## src/rtl/dram_pkg.sv

```systemverilog
// ---------------------------------------------------------------------------
// Module      : dram_pkg
// Description : Shared DRAM read-port widths, requester IDs and command type.
// Revision    : 1.0 - initial release
// ---------------------------------------------------------------------------
`default_nettype none

package dram_pkg;

  localparam int DRAM_ADDR_W = 25;
  localparam int DRAM_DATA_W = 256;

  localparam int REQ_UDP  = 0;
  localparam int REQ_HOST = 1;

  typedef struct packed {
    logic [DRAM_ADDR_W-1:0] addr;
  } dram_cmd_t;

endpackage

`default_nettype wire

```

## src/rtl/rd_tag_fifo.sv

```systemverilog
// ---------------------------------------------------------------------------
// Module      : rd_tag_fifo
// Description : In-order owner-tag FIFO with simultaneous push/pop, flags
//               and occupancy count. DEPTH must be a power of two.
// Revision    : 1.0 - initial release
// ---------------------------------------------------------------------------
`default_nettype none

module rd_tag_fifo #(
  parameter int DEPTH = 16,
  parameter int WIDTH = 1,
  localparam int AW   = (DEPTH > 1) ? $clog2(DEPTH) : 1
) (
  input  logic             clk,
  input  logic             rst,
  input  logic             push,
  input  logic [WIDTH-1:0] push_data,
  input  logic             pop,
  output logic [WIDTH-1:0] pop_data,
  output logic             full,
  output logic             empty,
  output logic [AW:0]      count
);

  logic [WIDTH-1:0] r_mem [DEPTH];
  logic [AW-1:0]    r_wr_ptr;
  logic [AW-1:0]    r_rd_ptr;
  logic [AW:0]      r_count;
  logic             w_push;
  logic             w_pop;

  assign empty    = (r_count == '0);
  assign full     = (r_count == (AW+1)'(DEPTH));
  assign count    = r_count;
  assign pop_data = r_mem[r_rd_ptr];

  // A pop frees a slot in the same cycle, so a full FIFO can still accept a push.
  assign w_pop  = pop && !empty;
  assign w_push = push && (!full || w_pop);

  always_ff @(posedge clk) begin
    if (rst) begin
      r_wr_ptr <= '0;
      r_rd_ptr <= '0;
      r_count  <= '0;
    end else begin
      if (w_push) r_wr_ptr <= r_wr_ptr + 1'b1;
      if (w_pop)  r_rd_ptr <= r_rd_ptr + 1'b1;
      if (w_push && !w_pop)      r_count <= r_count + 1'b1;
      else if (w_pop && !w_push) r_count <= r_count - 1'b1;
    end
  end

  always_ff @(posedge clk) begin
    if (w_push) r_mem[r_wr_ptr] <= push_data;
  end

endmodule

`default_nettype wire

```

## src/rtl/dram_read_arbiter.sv

```systemverilog
// ---------------------------------------------------------------------------
// Module      : dram_read_arbiter
// Description : Round-robin arbiter sharing the DRAM read command port and
//               routing in-order read data back to the owning requester.
// Revision    : 1.0 - initial release
// ---------------------------------------------------------------------------
`default_nettype none

module dram_read_arbiter
  import dram_pkg::*;
#(
  parameter int NUM_REQ         = 2,
  parameter int ADDR_W          = DRAM_ADDR_W,
  parameter int DATA_W          = DRAM_DATA_W,
  parameter int MAX_OUTSTANDING = 16,
  localparam int ID_W           = (NUM_REQ > 1) ? $clog2(NUM_REQ) : 1,
  localparam int CNT_W          = $clog2(MAX_OUTSTANDING) + 1
) (
  input  logic                      clk,
  input  logic                      rst,
  input  logic [NUM_REQ-1:0]        req_valid,
  input  logic [NUM_REQ*ADDR_W-1:0] req_addr,
  output logic [NUM_REQ-1:0]        req_ready,
  output logic                      DRAM_Read_Enable,
  output logic [ADDR_W-1:0]         DRAM_Read_Addr,
  input  logic                      DRAM_Read_Ready,
  input  logic [DATA_W-1:0]         DRAM_Read_Data,
  input  logic                      DRAM_Read_Valid,
  output logic [NUM_REQ-1:0]        resp_valid,
  output logic [DATA_W-1:0]         resp_data,
  output logic [CNT_W-1:0]          outstanding,
  output logic                      err_unexpected
);

  logic [ADDR_W-1:0]  w_addr [NUM_REQ];
  logic [ID_W-1:0]    r_ptr;
  logic               r_cmd_valid;
  logic [ADDR_W-1:0]  r_cmd_addr;
  logic [NUM_REQ-1:0] r_resp_valid;
  logic [DATA_W-1:0]  r_resp_data;
  logic               r_err;

  logic               w_fifo_full;
  logic               w_fifo_empty;
  logic [ID_W-1:0]    w_tag_out;
  logic               w_slot_free;
  logic [NUM_REQ-1:0] w_grant;
  logic [ID_W-1:0]    w_grant_id;
  logic               w_accept;
  logic               w_pop;

  for (genvar gi = 0; gi < NUM_REQ; gi++) begin : g_addr_unpack
    assign w_addr[gi] = req_addr[gi*ADDR_W +: ADDR_W];
  end

  // FIFO occupancy is the registered in-flight count; full equals the cap.
  assign w_slot_free = (!r_cmd_valid || DRAM_Read_Ready) && !w_fifo_full;

  always_comb begin
    int  idx;
    logic found;
    w_grant    = '0;
    w_grant_id = '0;
    found      = 1'b0;
    idx        = 0;
    if (w_slot_free) begin
      for (int k = 0; k < NUM_REQ; k++) begin
        idx = int'(r_ptr) + k;
        if (idx >= NUM_REQ) idx = idx - NUM_REQ;
        if (!found && req_valid[idx]) begin
          found        = 1'b1;
          w_grant[idx] = 1'b1;
          w_grant_id   = ID_W'(idx);
        end
      end
    end
  end

  assign w_accept = |w_grant;
  assign w_pop    = DRAM_Read_Valid && !w_fifo_empty;

  rd_tag_fifo #(
    .DEPTH (MAX_OUTSTANDING),
    .WIDTH (ID_W)
  ) u_tag_fifo (
    .clk       (clk),
    .rst       (rst),
    .push      (w_accept),
    .push_data (w_grant_id),
    .pop       (w_pop),
    .pop_data  (w_tag_out),
    .full      (w_fifo_full),
    .empty     (w_fifo_empty),
    .count     (outstanding)
  );

  always_ff @(posedge clk) begin
    if (rst) begin
      r_ptr        <= '0;
      r_cmd_valid  <= 1'b0;
      r_cmd_addr   <= '0;
      r_resp_valid <= '0;
      r_resp_data  <= '0;
      r_err        <= 1'b0;
    end else begin
      if (w_accept) begin
        r_cmd_valid <= 1'b1;
        r_cmd_addr  <= w_addr[w_grant_id];
        r_ptr       <= (w_grant_id == ID_W'(NUM_REQ - 1)) ? '0 : w_grant_id + 1'b1;
      end else if (DRAM_Read_Ready) begin
        r_cmd_valid <= 1'b0;
      end

      r_resp_valid <= w_pop ? (NUM_REQ'(1) << w_tag_out) : '0;
      if (w_pop) r_resp_data <= DRAM_Read_Data;
      if (DRAM_Read_Valid && w_fifo_empty) r_err <= 1'b1;
    end
  end

  assign req_ready        = w_grant;
  assign DRAM_Read_Enable = r_cmd_valid;
  assign DRAM_Read_Addr   = r_cmd_addr;
  assign resp_valid       = r_resp_valid;
  assign resp_data        = r_resp_data;
  assign err_unexpected   = r_err;

endmodule

`default_nettype wire

```

## config.mk

```make
export PLATFORM = sky130hd
export DESIGN_NAME = dram_read_arbiter
export DESIGN_NICKNAME = d
export VERILOG_FILES = /design/src/rtl/dram_pkg.sv /design/src/rtl/rd_tag_fifo.sv /design/src/rtl/dram_read_arbiter.sv
export SDC_FILE = /design/constraint.sdc
export NUM_CORES = 1
export LEC_CHECK = 0
export ABC_CLOCK_PERIOD_IN_PS = 4400
export CAP_MARGIN = 0
export CORE_AREA = 2 2 232 234
export DETAILED_ROUTE_END_ITERATION = 8
export DIE_AREA = 0 0 234 236
export PLACE_DENSITY_LB_ADDON = 0.15
export SETUP_SLACK_MARGIN = 0.05
export SKIP_CTS_REPAIR_TIMING = 1
export SLEW_MARGIN = 0
export SYNTH_ARGS = -nofsm -noshare
export SYNTH_HDL_FRONTEND = slang
export SYNTH_HIERARCHICAL = 1
export SYNTH_SLANG_ARGS = --single-unit
```

## constraint.sdc

```tcl
create_clock -name clk -period 4.4 [get_ports clk]
set_input_delay 1.1 -clock clk [delete_from_list [all_inputs] [get_ports clk]]
set_output_delay 1.1 -clock clk [all_outputs]
set_load 0.02 [all_outputs]
```

Yosys cells after proc, flatten, opt, wreduce, memory -nomap -nowiden:

Memory sizes are Yosys's and may differ from the RTL's. A register that Yosys moved wholly into a read port is not among the register bits.
Index checks and enable logic that the tools add are counted.

* add/sub/neg operators: 8
* magnitude comparators: 7
* equal/unequal tests: 1
* shift operators: 1
* multiplexer cells: 35
* bitwise gates (word level): 3
* reduce and logical (&&, ||, !) cells: 23

Operators by type and width (number)
* 32-bit two-way mux: 4
* 25-bit two-way mux: 3
* 32-bit by 1-bit greater-or-equal comparator with 1-bit output, second input constant: 2
* 32-bit by 3-bit < comparator with 1-bit output, second input constant: 2
* 1-bit two-way mux: 18
* 1-bit logical AND: 10
* 5-bit two-way mux: 2
* 4-bit by 1-bit adder with 4-bit output, second input constant: 2
* 2-bit two-way mux: 4
* 4-bit two-way mux: 2
* 1-bit logical NOT: 6
* 5-bit by 1-bit adder with 5-bit output, second input constant: 1
* 5-bit equality test, second input constant: 1
* 5-bit logical NOT: 1
* 5-bit by 1-bit subtractor with 5-bit output, second input constant: 1
* 2-bit greater-or-equal comparator, second input constant: 2
* 2-bit nonzero test: 2
* 2-bit OR reduction: 2
* 1-bit by 2-bit subtractor with 3-bit output, second input constant: 1
* 2-bit by 2-bit subtractor with 3-bit output, second input constant: 1
* 1-bit by 1-bit adder with 2-bit output, second input constant: 1
* 1-bit demux with 1-bit select: 2
* 1-bit by 2-bit greater-or-equal comparator with 1-bit output, second input constant: 1
* 1-bit logical OR: 2
* other kinds (5): 5

* bits in registers: 299
* memory bits (writable): 16
* output and inout bits: 292
* word-level logic and storage cells: 88
* memories kept: 1

Memories
* u_tag_fifo.r_mem: words 16, bits a word 1, rd ports 1, clocked after Yosys merged registers in 1, write ports 1, RTL line rd_tag_fifo.sv:25 `logic [WIDTH-1:0] r_mem [DEPTH];`

Depth between registers and ports, before layout:

* depth in word-level cells: 19
* mapped depth: 17
* gate-level depth less buffers: 13

Modules after synthesis:

The synthesis kept the hierarchy.

By module, submodules not included
* dram_read_arbiter: times used 1, cells an instance 1324, area each 10453.8 um^2
* rd_tag_fifo: times used 1, cells an instance 134, area each 1586.5 um^2

Worst setup path before layout:

OpenSTA, ideal clock, no wires.

* path type: register to register
* from: register u_tag_fifo.r_count[0], in the netlist u_tag_fifo/count[0]
* to: register u_tag_fifo.r_count[4], in the netlist u_tag_fifo/count[4]
* library setup time: 0.121 ns
* arrival: 3.546 ns
* required time: 4.279 ns
* slack: 0.733 ns
* cell stages (with the launch flop): 17
* buffers on the path: 3
* clock period less this slack: 3.667 ns
* cell sequence: dfxtp_1 -> or4_4 -> buf_6 -> nor2_1 -> nand2b_1 -> buf_2 -> inv_2 -> clkbuf_1 -> o31ai_4 -> inv_1 -> ha_1 -> inv_1 -> ha_1 -> a21oi_1 -> a211oi_1 -> a31oi_1 -> mux2_2

* longest elaborated chain between the ends: 9

RTL lines
* start: declaration: RTL line rd_tag_fifo.sv:28 `logic [AW:0] r_count;`
* start signal: assignment: RTL line rd_tag_fifo.sv:49 `if (w_push && !w_pop) r_count <= r_count + 1'b1;`
* start signal: assignment: RTL line rd_tag_fifo.sv:50 `else if (w_pop && !w_push) r_count <= r_count - 1'b1;`
* 5-bit logical NOT *: RTL line rd_tag_fifo.sv:32 `assign empty = (r_count == '0);`
* net w_fifo_empty: RTL line dram_read_arbiter.sv:44 `logic w_fifo_empty;`
* 1-bit logical NOT *: RTL line dram_read_arbiter.sv:80 `assign w_pop = DRAM_Read_Valid && !w_fifo_empty;`
* 1-bit logical AND *: RTL line dram_read_arbiter.sv:80
* net w_pop: RTL line dram_read_arbiter.sv:50 `logic w_pop;`
* 1-bit logical AND *: RTL line rd_tag_fifo.sv:38 `assign w_pop = pop && !empty;`
* 1-bit logical OR *: RTL line rd_tag_fifo.sv:39 `assign w_push = push && (!full || w_pop);`
* 1-bit logical AND *: RTL line rd_tag_fifo.sv:39
* net u_tag_fifo.w_push: RTL line rd_tag_fifo.sv:29 `logic w_push;`
* 1-bit logical NOT: RTL line rd_tag_fifo.sv:50
* 1-bit logical AND: RTL line rd_tag_fifo.sv:50
* 2-bit nonzero test (no source line)

Mark *: on every way through the listed nets, which the timed path passes. The rest lies on a longest branch. The select of a mux whose other input is x is not followed.
A chain may end at the register's enable or synchronous reset.

Worst setup path in the final report:

* from: input port DRAM_Read_Ready
* to: output port req_ready[0]

* longest elaborated chain between the ends: 3

RTL lines
* start: declaration: RTL line dram_read_arbiter.sv:26 `input logic DRAM_Read_Ready,`
* 1-bit logical OR: RTL line dram_read_arbiter.sv:57 `assign w_slot_free = (!r_cmd_valid || DRAM_Read_Ready) && !w_fifo_full;`
* 1-bit logical AND: RTL line dram_read_arbiter.sv:57
* 2-bit two-way mux: RTL line dram_read_arbiter.sv:66 `if (w_slot_free) begin`
* end: declaration: RTL line dram_read_arbiter.sv:23 `output logic [NUM_REQ-1:0] req_ready,`

Every way passes these cells.

==> results.md <==
* VDD IR-drop max at about 0.00042 V
* Io pins at about 600
* GP Congestion at 0.811
* Min-delay worst type: register to register
* Post-Syn Area at 0.0120 mm²
* Pin count of the biggest net entering global routing at around 170
* Vias in the first global route at 11400
* Uppermost layer routed: met5
* DR WL met2 at 23.8 mm
* I/O Buffers at 603
* Worst path bufs/invs at 2
* Int Power at ~7.1 mW
* Combinational family with the most area after synthesis: simple AND/OR/NAND/NOR gates
* Worst-Margin Slew at 1130 ps
* Required time worst endpoint at ~3300 ps
* Clk pwr share at 30.2%
* Startpoint types: primary input
* Ratio of cells with drive above 1 in the final layout at 5.00%
* CTS tree: done
* Syn_area_per_cell at between 8 and 9 µm²
* Vias per cell at 4.44
* Xor/xnor share of the synthesized area at less than 1%
* Fin crit share at 91.8%
* Simple-gate share of the synthesized area at 21.2%
* Gr usage total at 16.8%
* Die Area at 0.0552 mm²
* P_leak at 7.15 nW
* Drt pass-1 iters at 5
* Critical Path End Type: output pin
* Clk Latency, worst-skew pair at ~550 ps
* Fin nets at approximately 2300
* Antenna violations before repair at 2
* Final Power at 11.0 mW
* Cell Pwr Density at 552 mW/mm²
* Yosys warns at 6
* Met3 WL at 4.37 mm
* Post-synthesis compound-gate area fraction at 16.8%
* Unique masters post-synth at 47
* Synth Flop Type: dfxtp_1
* Die W at 234 µm
* Crit-path max cell delay at 640 ps
* DR iter-0 viols at 525
* CP max-delay cell: clkdlybuf4s50_1
* Final number of hold-violating endpoints at 0
* Detail Placement HPWL at ~35 mm
* Synth top area share at 50.4%
* Adder-Cell Fraction of Synth Area at under 10%
* Top cells by area, synth: dfxtp_1 (50%), nand2_1 (17%), a21oi_1 (11%)
* Clock transition at path regs at 50 ps
* CP cell instances: clkdlybuf4s50_1 > or2b_1 > nand3_1 > a21oi_1 > clkdlybuf4s50_1
* Seq cells post-synth at 319
* Most common cell in the netlist: nand2_1
* Sequential fraction of the synthesis area at between 50% and 60%
* Outcome: completed
* WL final at 49.2 mm
* Period minus WS final at roughly 4000 ps
* Via count at roughly 12000
* GR Overflow Total at 0
* Clock skew at 22.3 ps
* Switching Fraction at roughly a third
* Routed length on met1 at approximately 20 mm
* RSZ-0062 raised after global routing: false
* NetSw at 3.87 mW
* Sum Neg Setup Slack at 0 ps
* Syn Nets at 1780
* First-pass GRT wire length at a little over 70 mm
* F_max at 247 MHz
* CTS max path bufs at 3
* Total core area at 0.0531 mm²
* Combinational fraction of design power at 35.7%
* H-tree depth at 2
* Leading area contributor after synthesis: dfxtp_1
* Initial core utilization at 22.7%
* Slew headroom at 24.2%
* EDFF count, synth at 16
* Type of the worst setup path: primary input to output pin
* Flop pwr share at between 30% and 40%
* Most used cell, CP: clkdlybuf4s50_1
* Crit-path max FO at 11
* Num rows at 85
* CP delay by family, top: buffers and inverters
* FFs w/ async S/R, synth at 0%
* Post-Syn Instances at 1458
* Finish-stage setup viols at 0
* TritonCTS buffer count at 41
* Max Slew Vio Count at 0
* DRC at 0
* Commonest cells in the netlist: nand2_1 (540), dfxtp_1 (303), a21oi_1 (264), clkbuf_1 (90), nor2_1 (32)
* Die Y at around 240 µm
* Layout overhead on the synthesized area at 65.6%
* Drt wl/cell at 18.1 µm
* Max_cap viols at 0
* Clk root buf: clkbuf_16
* CP arrival at about 2900 ps
* Antenna Nets Post-Route at 0
* Mux cell area share after synthesis at under 10%
* Number of clock sinks at 319
layer usage:
metal  vias to the layer above  GRT usage, %
li1                       5986             -
met1                      5616          19.8
met2                       405          28.7
met3                        63          5.73
met4                         2          4.62
met5                         -             0
power groups by stage:
stage          registers [mW]  logic (mW)  clock network, mW
2_1_floorplan            4.38        1.57                  0
3_3_place_gp             3.79        3.97                  0
3_5_place_dp             3.81        3.98                  0
4_1_cts                  3.75        3.99               3.47
5_1_grt                  3.82        4.26               3.59
6_report                 3.75        3.93               3.33
logic make-up (layout without fill, tap and decap cells):
family                     count (synthesis)  after routing
and+or+nand+nor                          627            627
AOI/OAI and AO/OA                        350            350
DFF                                      319            319
buffers and inverters                    137            698
adders and majority gates                 10             10
muxes                                      8              8
xor gates and xnor gates                   7              7
other                                      0              1
final cells by class:
class                   count  area [µm²]
clock inverters             9         103
clock buffers              59        1230
repair buffers            622        6220
inverters                   8        37.5
fillers                  5395       33100
flip-flops and latches    319        6550
well taps                 696         871
multi-input cells        1002        4930
diodes                      1        2.50
tightest hold or removal path, stage by stage (launching register included):
cell     delay, ps
dfxtp_1        300
nand2_1         50
a21oi_1         50
state kept, by name, summed over array words and instances, names as in the netlist, named ones only:
signal / cells
resp_data: 256
DRAM_Read_Addr: 25
u_tag_fifo/r_mem: 16
u_tag_fifo/count: 5
u_tag_fifo/r_rd_ptr: 4
u_tag_fifo/r_wr_ptr: 4
resp_valid: 2
DRAM_Read_Enable: 1
err_unexpected: 1
r_ptr: 1
through the flow:
step | area, µm² | util, % | hold slack, ps | setup slack (ps) | std cells
after global routing | 19900 | 37.6 | 465 | 274 | 2715
after CTS | 19900 | 37.6 | 453 | 394 | 2715
final | 19900 | 37.6 | 452 | 359 | 2716
after floorplan | 12000 | - | 482 | 733 | 1458
after detailed placement | 18600 | 35.1 | 445 | 407 | 2647
after global placement | 18600 | 35.1 | 440 | 386 | 2647
worst paths after layout:
path / startpoint / slack (ps) / depth (start not counted) / endpoint
min: resp_data[95] / 450 / 2 / resp_data[95]
max: DRAM_Read_Ready / 360 / 5 / req_ready[0]
max reg2reg: u_tag_fifo/count[0] / 940 / 14 / u_tag_fifo/count[4]
min reg2reg: resp_data[95] / 450 / 2 / resp_data[95]
cells in the final DEF, fill, tap and decap left out, types with 3 or more instances in the layout:
cell type	instances
clkinv_2	5
or4_1	25
clkbuf_16	43
nand2_1	540
ha_1	9
inv_1	6
edfxtp_1	16
nor3_1	5
a311oi_1	26
nand3_2	3
clkbuf_1	7
buf_4	16
xor2_1	5
o41ai_1	25
buf_12	3
a31oi_1	27
dfxtp_1	303
nand3_1	4
clkdlybuf4s50_1	602
clkbuf_8	9
nor2_1	31
mux4_2	5
a21oi_1	264
No activity file was read; power rests on OpenSTA's default activity.
